`src/rtl/hazard_scoreboard.sv`:
```
// hazard_scoreboard: tracks in-flight register writes in a DEPTH-slot shift register
// (slot 0 = EX ... slot DEPTH-1 = WB). For every ID read port it decides whether the
// instruction must stall or which source the EX operand mux should select.
//
// Ports
//   clk_i, rst_i      clock, synchronous active-high reset
//   iss_v_i/we_i      ID holds a valid instruction / that instruction writes a register
//   iss_rd_i          destination register of the ID instruction
//   iss_lat_i         first slot from which its result is forwardable (0 -> 1, clamped to DEPTH-1)
//   rd_en_i           per-port source-used flag
//   rd_addr_i         packed source addresses, port p = [p*AW +: AW]
//   flush_i           squash the ID instruction
//   stall_o           combinational stall request
//   fwd_sel_ex_o      registered forward selects: 0 regfile, j slot j, DEPTH WB hold register
//   stall_cnt_o       saturating stall-cycle counter
//
// Optional feature macro: REGFILE_WRITE_THROUGH_EN
//   defined   -> a match in slot DEPTH-1 reads the regfile (sel 0, write-through)
//   undefined -> a match in slot DEPTH-1 selects the WB hold register (sel DEPTH)
module hazard_scoreboard #(
  parameter int unsigned AW    = 5,
  parameter int unsigned NRD   = 2,
  parameter int unsigned DEPTH = 3,
  parameter int unsigned LAT_W = 3,
  parameter int unsigned CNT_W = 16,
  localparam int unsigned FSEL_W = $clog2(DEPTH + 1)
) (
  input  logic                    clk_i,
  input  logic                    rst_i,
  input  logic                    iss_v_i,
  input  logic                    iss_we_i,
  input  logic [AW-1:0]           iss_rd_i,
  input  logic [LAT_W-1:0]        iss_lat_i,
  input  logic [NRD-1:0]          rd_en_i,
  input  logic [NRD*AW-1:0]       rd_addr_i,
  input  logic                    flush_i,
  output logic                    stall_o,
  output logic [NRD*FSEL_W-1:0]   fwd_sel_ex_o,
  output logic [CNT_W-1:0]        stall_cnt_o
);

`ifdef REGFILE_WRITE_THROUGH_EN
  localparam logic [FSEL_W-1:0] WbSel = '0;
`else
  localparam logic [FSEL_W-1:0] WbSel = FSEL_W'(DEPTH);
`endif

  logic [DEPTH-1:0]      slot_v_q;
  logic [AW-1:0]         slot_rd_q  [DEPTH];
  logic [LAT_W-1:0]      slot_lat_q [DEPTH];
  logic [NRD*FSEL_W-1:0] fwd_sel_q, fwd_sel_d;
  logic [CNT_W-1:0]      stall_cnt_q;

  logic [LAT_W-1:0]      iss_lat_eff;
  logic [NRD-1:0]        port_haz;
  logic [FSEL_W-1:0]     port_sel [NRD];
  logic [AW-1:0]         src;
  logic                  stall;
  logic                  issue;

  // Latency is normalised once at issue so the slot compare stays simple.
  always_comb begin
    iss_lat_eff = iss_lat_i;
    if (iss_lat_i == '0) begin
      iss_lat_eff = LAT_W'(1);
    end else if (int'(iss_lat_i) > int'(DEPTH) - 1) begin
      iss_lat_eff = LAT_W'(DEPTH - 1);
    end
  end

  // Scan oldest to youngest so the youngest match is the one left standing.
  always_comb begin
    port_haz = '0;
    src      = '0;
    for (int p = 0; p < int'(NRD); p++) begin
      port_sel[p] = '0;
      src         = rd_addr_i[p*AW +: AW];
      for (int k = int'(DEPTH) - 1; k >= 0; k--) begin
        if (rd_en_i[p] && slot_v_q[k] && (slot_rd_q[k] == src) && (src != '0)) begin
          // Consumer reaches EX when the producer sits in slot k+1.
          port_haz[p] = (k + 1) < int'(slot_lat_q[k]);
          if (k == int'(DEPTH) - 1) begin
            port_sel[p] = WbSel;
          end else begin
            port_sel[p] = FSEL_W'(k + 1);
          end
        end
      end
    end
  end

  assign stall = iss_v_i & ~flush_i & (|port_haz);
  assign issue = iss_v_i & iss_we_i & ~stall & ~flush_i;

  always_comb begin
    fwd_sel_d = '0;
    if (!(stall || flush_i || !iss_v_i)) begin
      for (int p = 0; p < int'(NRD); p++) begin
        fwd_sel_d[p*FSEL_W +: FSEL_W] = port_sel[p];
      end
    end
  end

  always_ff @(posedge clk_i) begin
    if (rst_i) begin
      slot_v_q    <= '0;
      fwd_sel_q   <= '0;
      stall_cnt_q <= '0;
      for (int k = 0; k < int'(DEPTH); k++) begin
        slot_rd_q[k]  <= '0;
        slot_lat_q[k] <= '0;
      end
    end else begin
      slot_v_q      <= {slot_v_q[DEPTH-2:0], issue};
      slot_rd_q[0]  <= iss_rd_i;
      slot_lat_q[0] <= iss_lat_eff;
      for (int k = 1; k < int'(DEPTH); k++) begin
        slot_rd_q[k]  <= slot_rd_q[k-1];
        slot_lat_q[k] <= slot_lat_q[k-1];
      end
      fwd_sel_q <= fwd_sel_d;
      if (stall && (stall_cnt_q != '1)) begin
        stall_cnt_q <= stall_cnt_q + CNT_W'(1);
      end
    end
  end

  assign stall_o      = stall;
  assign fwd_sel_ex_o = fwd_sel_q;
  assign stall_cnt_o  = stall_cnt_q;

endmodule

```
`config.mk`:
```
export PLATFORM = sky130hd
export DESIGN_NAME = hazard_scoreboard
export DESIGN_NICKNAME = d
export VERILOG_FILES = /design/src/rtl/hazard_scoreboard.sv
export SDC_FILE = /design/constraint.sdc
export NUM_CORES = 1
export LEC_CHECK = 0
export CELL_PAD_IN_SITES_DETAIL_PLACEMENT = 0
export CELL_PAD_IN_SITES_GLOBAL_PLACEMENT = 1
export CORE_MARGIN = 2
export CORE_UTILIZATION = 30
export DETAILED_ROUTE_END_ITERATION = 8
export PLACE_DENSITY_LB_ADDON = 0.15
export SLEW_MARGIN = 10
export SYNTH_ARGS = -nofsm -noshare
export SYNTH_HDL_FRONTEND = slang
export SYNTH_SLANG_ARGS = --single-unit
```
`constraint.sdc`:
```
create_clock -name clk_i -period 4 [get_ports clk_i]
set_clock_uncertainty 0.2 [all_clocks]
set_input_delay 0.8 -clock clk_i [delete_from_list [all_inputs] [get_ports clk_i]]
set_output_delay 0.8 -clock clk_i [all_outputs]
set_load 0.01 [all_outputs]
```
[After elaboration in Yosys (flattened, before gate mapping)]
Memory sizes are Yosys's and may differ from the RTL's.
Index checks and enable logic that the tools add are counted.
Word-level totals
  input port bits: 25
  output and inout port bits: 21
  memory bits (writable): 24
  bits in registers: 23
  memories: 2
  logic and storage cells: 84
Memory list
  slot_rd_q: words 3, width 5, rd ports 3, clocked after memory_dff 0, write ports 3, line 49  | logic [AW-1:0] slot_rd_q [DEPTH];
  slot_lat_q: words 3, width 3, rd ports 3, clocked after memory_dff 0, write ports 3, line 50  | logic [LAT_W-1:0] slot_lat_q [DEPTH];
Operators by class
  reductions and logical operators: 29
  muxes and demuxes: 23
  magnitude comparators: 4
  add/subtract/negate cells: 1
  bitwise gates (word level): 13
  equal/unequal tests: 7
Operators with widths (number)
  $eq 5x5->1: 6
  $logic_and 1x1->1: 19
  $add 16x1->16 const B: 1
  $ne 16x16->1 const B: 1
  $mux 3: 5
  $mux 5: 3
  $mux 1: 11
  $reduce_bool 5->1: 2
  $mux 2: 4
  $lt 2x3->1 const A: 2
  $or 1x1->1: 6
  $reduce_or 3->1: 2
  $and 1x1->1: 5
  $reduce_or 2->1: 2
  $gt 3x2->1 const B: 1
  $logic_not 3->1: 1
  $lt 1x3->1 const A: 1
  $logic_or 1x1->1: 2
  $not 1->1: 2
  $logic_not 1->1: 1

[Longest topological paths before layout]
An unclocked memory read counts as a cell.
  depth after elaboration: 12
  depth in mapped cells: 9
  gate-level depth less buffers: 7

[Worst setup path after synthesis]
OpenSTA, ideal clock, no wires.
  path kind: input to output
  start point: in rd_addr_i[0]
  end point: out stall_o
  data required time: 3000 ps
  path buffers: 0
  stages: 7
  setup slack: 752 ps
  arrival time: 2248 ps
  cell sequence: or4_4 o21a_1 nand4_2 mux2i_1 o221ai_1 nand2_1 inv_1
On the way
  longest elaborated chain between the ends: 8
  elaborated cells on any way between the ends: 15
  those cells by class: eq/ne (3); mux (3); bitwise (1); reduce/logical (8)
Ends and longest elaborated chain
  start: declaration: line 35  | input logic [NRD*AW-1:0] rd_addr_i,
  $eq 5x5->1: line 79  | if (rd_en_i[p] && slot_v_q[k] && (slot_rd_q[k] == src) && (src != '0)) begin
  $logic_and 1x1->1 (2 in a row): line 79
  $mux 1 (2 in a row): line 79
  $mux 1 (*): line 79
  $reduce_or 2->1 (*): line 92  | assign stall = iss_v_i & ~flush_i & (|port_haz);
  $and 1x1->1 (*): line 92
  end: declaration: line 37  | output logic stall_o,
Every way passes the cells marked *; elsewhere a longest branch is shown, timed or not.

[Worst setup path after layout]
  start point: in rd_addr_i[2]
  end point: out stall_o
The elaborated chain is that of the path after synthesis.

==> impl_metrics.yaml <==
die:
  core_sq_um: 6870
  die-height_microns: 88.6
  fp.dieW_microns: 88.6
  ioPinCount: 46
  die-area_sq_um: 7850
  start_util: 0.313
  rows: 30
synthesis:
  synth_edf_count: 0
  syn-num-nets: 260
  synth_top_family_by_area: "simple AND/OR/NAND/NOR gates"
  ys_ff_latch: 45
  synth_xor_area_frac: 0.122
  synthArstFlopShare: 0
  ys_seq_area_frac: 0.420
  synth_area_leaders: "dfxtp_1, xnor2_1, nor2b_1"
  synth_warnings: 0
  synthSimpleGateAreaFrac: 0.292
  synth-compound-area-share: 0.107
  yosys_most_used_dff: "dfxtp_1"
  synth_cell_types: 44
  synth.avg_cell_area_sq_um: 9.18
  yosysTopAreaCellShare: 0.420
  netlist_instances: 234
  muxShareOfSynthArea: 0.0303
  synthAdderAreaFrac: 0.00583
  syn_area_sq_um: 2150
  synth_top_area_cell: "dfxtp_1"
global_route:
  antenna_found_initial: 0
  grt-ovfl-total: 0
  groute.usage.overall: 0.146
  grt_pass1_vias: 1874
  grt_max_degree: 25
  grt_pass1_wl_microns: 8870
placed_design:
  hpwl_microns: 3850
  place_ws_ps: -203
  port_buffers: 44
  place_congestion: 0.812
worst_setup_path:
  cpLargestDelayFamily: "simple AND/OR/NAND/NOR gates"
  crit_path_max_fanout: 3
  worst-path-buf-inv: 3
  worstPathRequired_ps: 3000
  cpMaxStageDelayCell: "or4_4"
  startpoint_type: "primary input"
  endpoint_kind: "primary output"
  crit_chain: "clkdlybuf4s50_1 -> or4_4 -> o21a_1 -> nand4_2 -> mux2i_2 -> o221ai_2 -> nand2_1 -> inv_1 -> clkdlybuf4s15_1"
  crit_type: "in -> out"
  slowest_delay_ps: 540
  arrival_ps: 2920
clocking:
  cts.clk_slew.worst_paths_ps: 90
  clock-sinks: 45
  clock_path_buffers: 2
  cts_buffers: 5
  h-tree-depth: 2
  cts_hold_buf: 0
  clk_latency_ps: 300
  cts_tree: "done"
  cts_root_buf: "clkbuf_8"
final_layout:
  fin_util: 0.437
  diodes: 0
  drive_gt1_frac: 0.159
  area_growth_pct: 39.9
  nNetsFinal: 327
timing:
  worst_slew_pin_slew_ps: 636
  setup_viol: 0
  rsz0062_at_grt: "false"
  slew_headroom: 0.575
  max_freq_mhz: 255
  fin_ws_ps: 84.6
  final.min_clock_period_ps: 3920
  final_max_slew_viol_count: 0
  timing.final.crit_share: 0.979
  hold_viol: 0
power_and_ir_drop:
  ir_worst_vdd_mv: 0.189
  leakage_uw: 0.00109
  power-per-cell-area_nw_per_um2: 305
job:
  drv_cap: 0
outcome:
  status: "completed"
drt:
  vias: 1873
  viasPerCell: 4.71
  wl_per_cell_microns: 13.3
  routed_wl_microns: 5310
  drt_first_pass_iters: 4
  drt-initial-drc-count: 49
  drc: 0
  ant_nets: 0
hold_path:
  hold_path_class: "reg -> reg"
[logic make-up (layout without fill, tap and decap cells)]
kind of cell,after synthesis,after routing
compound gates,35,35
xor+xnor,30,30
fa+ha+maj,1,1
buf+inv,10,78
flops,45,45
mux,6,6
other cells,1,1
simple gates,106,106
[power by group]
part / internal (uW) / total (uW) / switching [uW]
Sequential: 458 / 466 / 8.48
Clock: 187 / 354 / 166
Combinational: 52.2 / 95.5 / 43.2
[cell usage in the layout (no fill, tap or decap), types with 2 or more instances in the layout]
cell and instances:
a211oi_1 2, a21oi_1 10, a31oi_1 5, and2_1 2
and3_1 7, buf_4 23, clkbuf_8 5, clkdlybuf4s50_1 40
dfxtp_1 45, dlymetal6s2s_1 2, inv_1 2, mux2_2 4
mux2i_2 2, nand2_1 18, nand3_1 9, nand4_1 4
nor2_1 10, nor2b_1 25, nor3_1 5, nor4_1 6
o21a_1 2, o21ai_0 2, o31ai_1 8, or4_1 9
or4_4 2, xnor2_1 18, xor2_1 12
[cells in the mapped netlist (4+ instances only)]
cell type / count
dfxtp_1: 45
nor2b_1: 25
nand2_1: 18
xnor2_1: 18
xor2_1: 12
a21oi_1: 10
nor2_1: 10
nand3_1: 9
or4_1: 9
o31ai_1: 8
and3_1: 7
nor4_1: 6
a31oi_1: 5
clkbuf_1: 5
nor3_1: 5
mux2_2: 4
nand4_1: 4
[area by class of cell]
class / count / area (sq um)
Clock buffer: 5 / 68.8
Clock inverter: 3 / 46.3
Fill cell: 674 / 3870
Inverter: 2 / 7.51
Multi-Input combinational cell: 179 / 1230
Sequential cell: 45 / 901
Tap cell: 96 / 120
Timing Repair Buffer: 68 / 628
[worst reg2reg max path: cells and delay by family, from the launching register on]
family	cells	cell delay [ps]
xor gates and xnor gates	1	180
and+or+nand+nor	3	970
AOI/OAI and AO/OA	2	730
buffers and inverters	2	280
DFF	1	350
[path summary, 6_finish.rpt]
path                    startpoint          endpoint  slack [ps]  depth (start not counted)
setup / recovery      rd_addr_i[2]           stall_o          80                          9
hold / removal    slot_lat_q[0][0]  slot_lat_q[0][3]         250                          1
setup reg to reg   slot_rd_q[0][4]   fwd_sel_ex_o[1]        1200                          8
hold reg to reg   slot_lat_q[0][0]  slot_lat_q[0][3]         250                          1
[state kept, by name, indices dropped and copies added (netlist names)]
signal,count
fwd_sel_ex_o,4
slot_rd_q,15
slot_v_q,3
slot_lat_q,7
stall_cnt_o,16
[metrics by stage]
step,hold WS (ps),TNS [ps],instance area [sq um],cells,total power (uW)
after floorplan,214,0,2150,234,519
after global placement,224,-200,2830,387,572
after detailed placement,232,-203,2830,387,571
after CTS,254,0,2950,395,928
after global routing,265,0,3000,398,957
final,245,0,3000,398,915
[per-layer routing]
metal / GRT usage / vias to the layer above / wire length [microns] / share of wire
met4: 0.0468 / 0 / 70 / 0.013
met3: 0.0289 / 6 / 155 / 0.029
met2: 0.242 / 33 / 2440 / 0.46
met1: 0.190 / 866 / 2650 / 0.50
li1: - / 968 / - / -
met5: 0 / - / 0 / 0
[what timing repair did]
item                                    in CTS  in global routing
endpoints found under the setup margin       1                  1
pin swaps                                    3                  5
endpoints found under the hold margin        0                  0
resized for setup                            4                  8
setup buffers                                0                  3
Note: power is estimated with default switching activity, not from simulation.
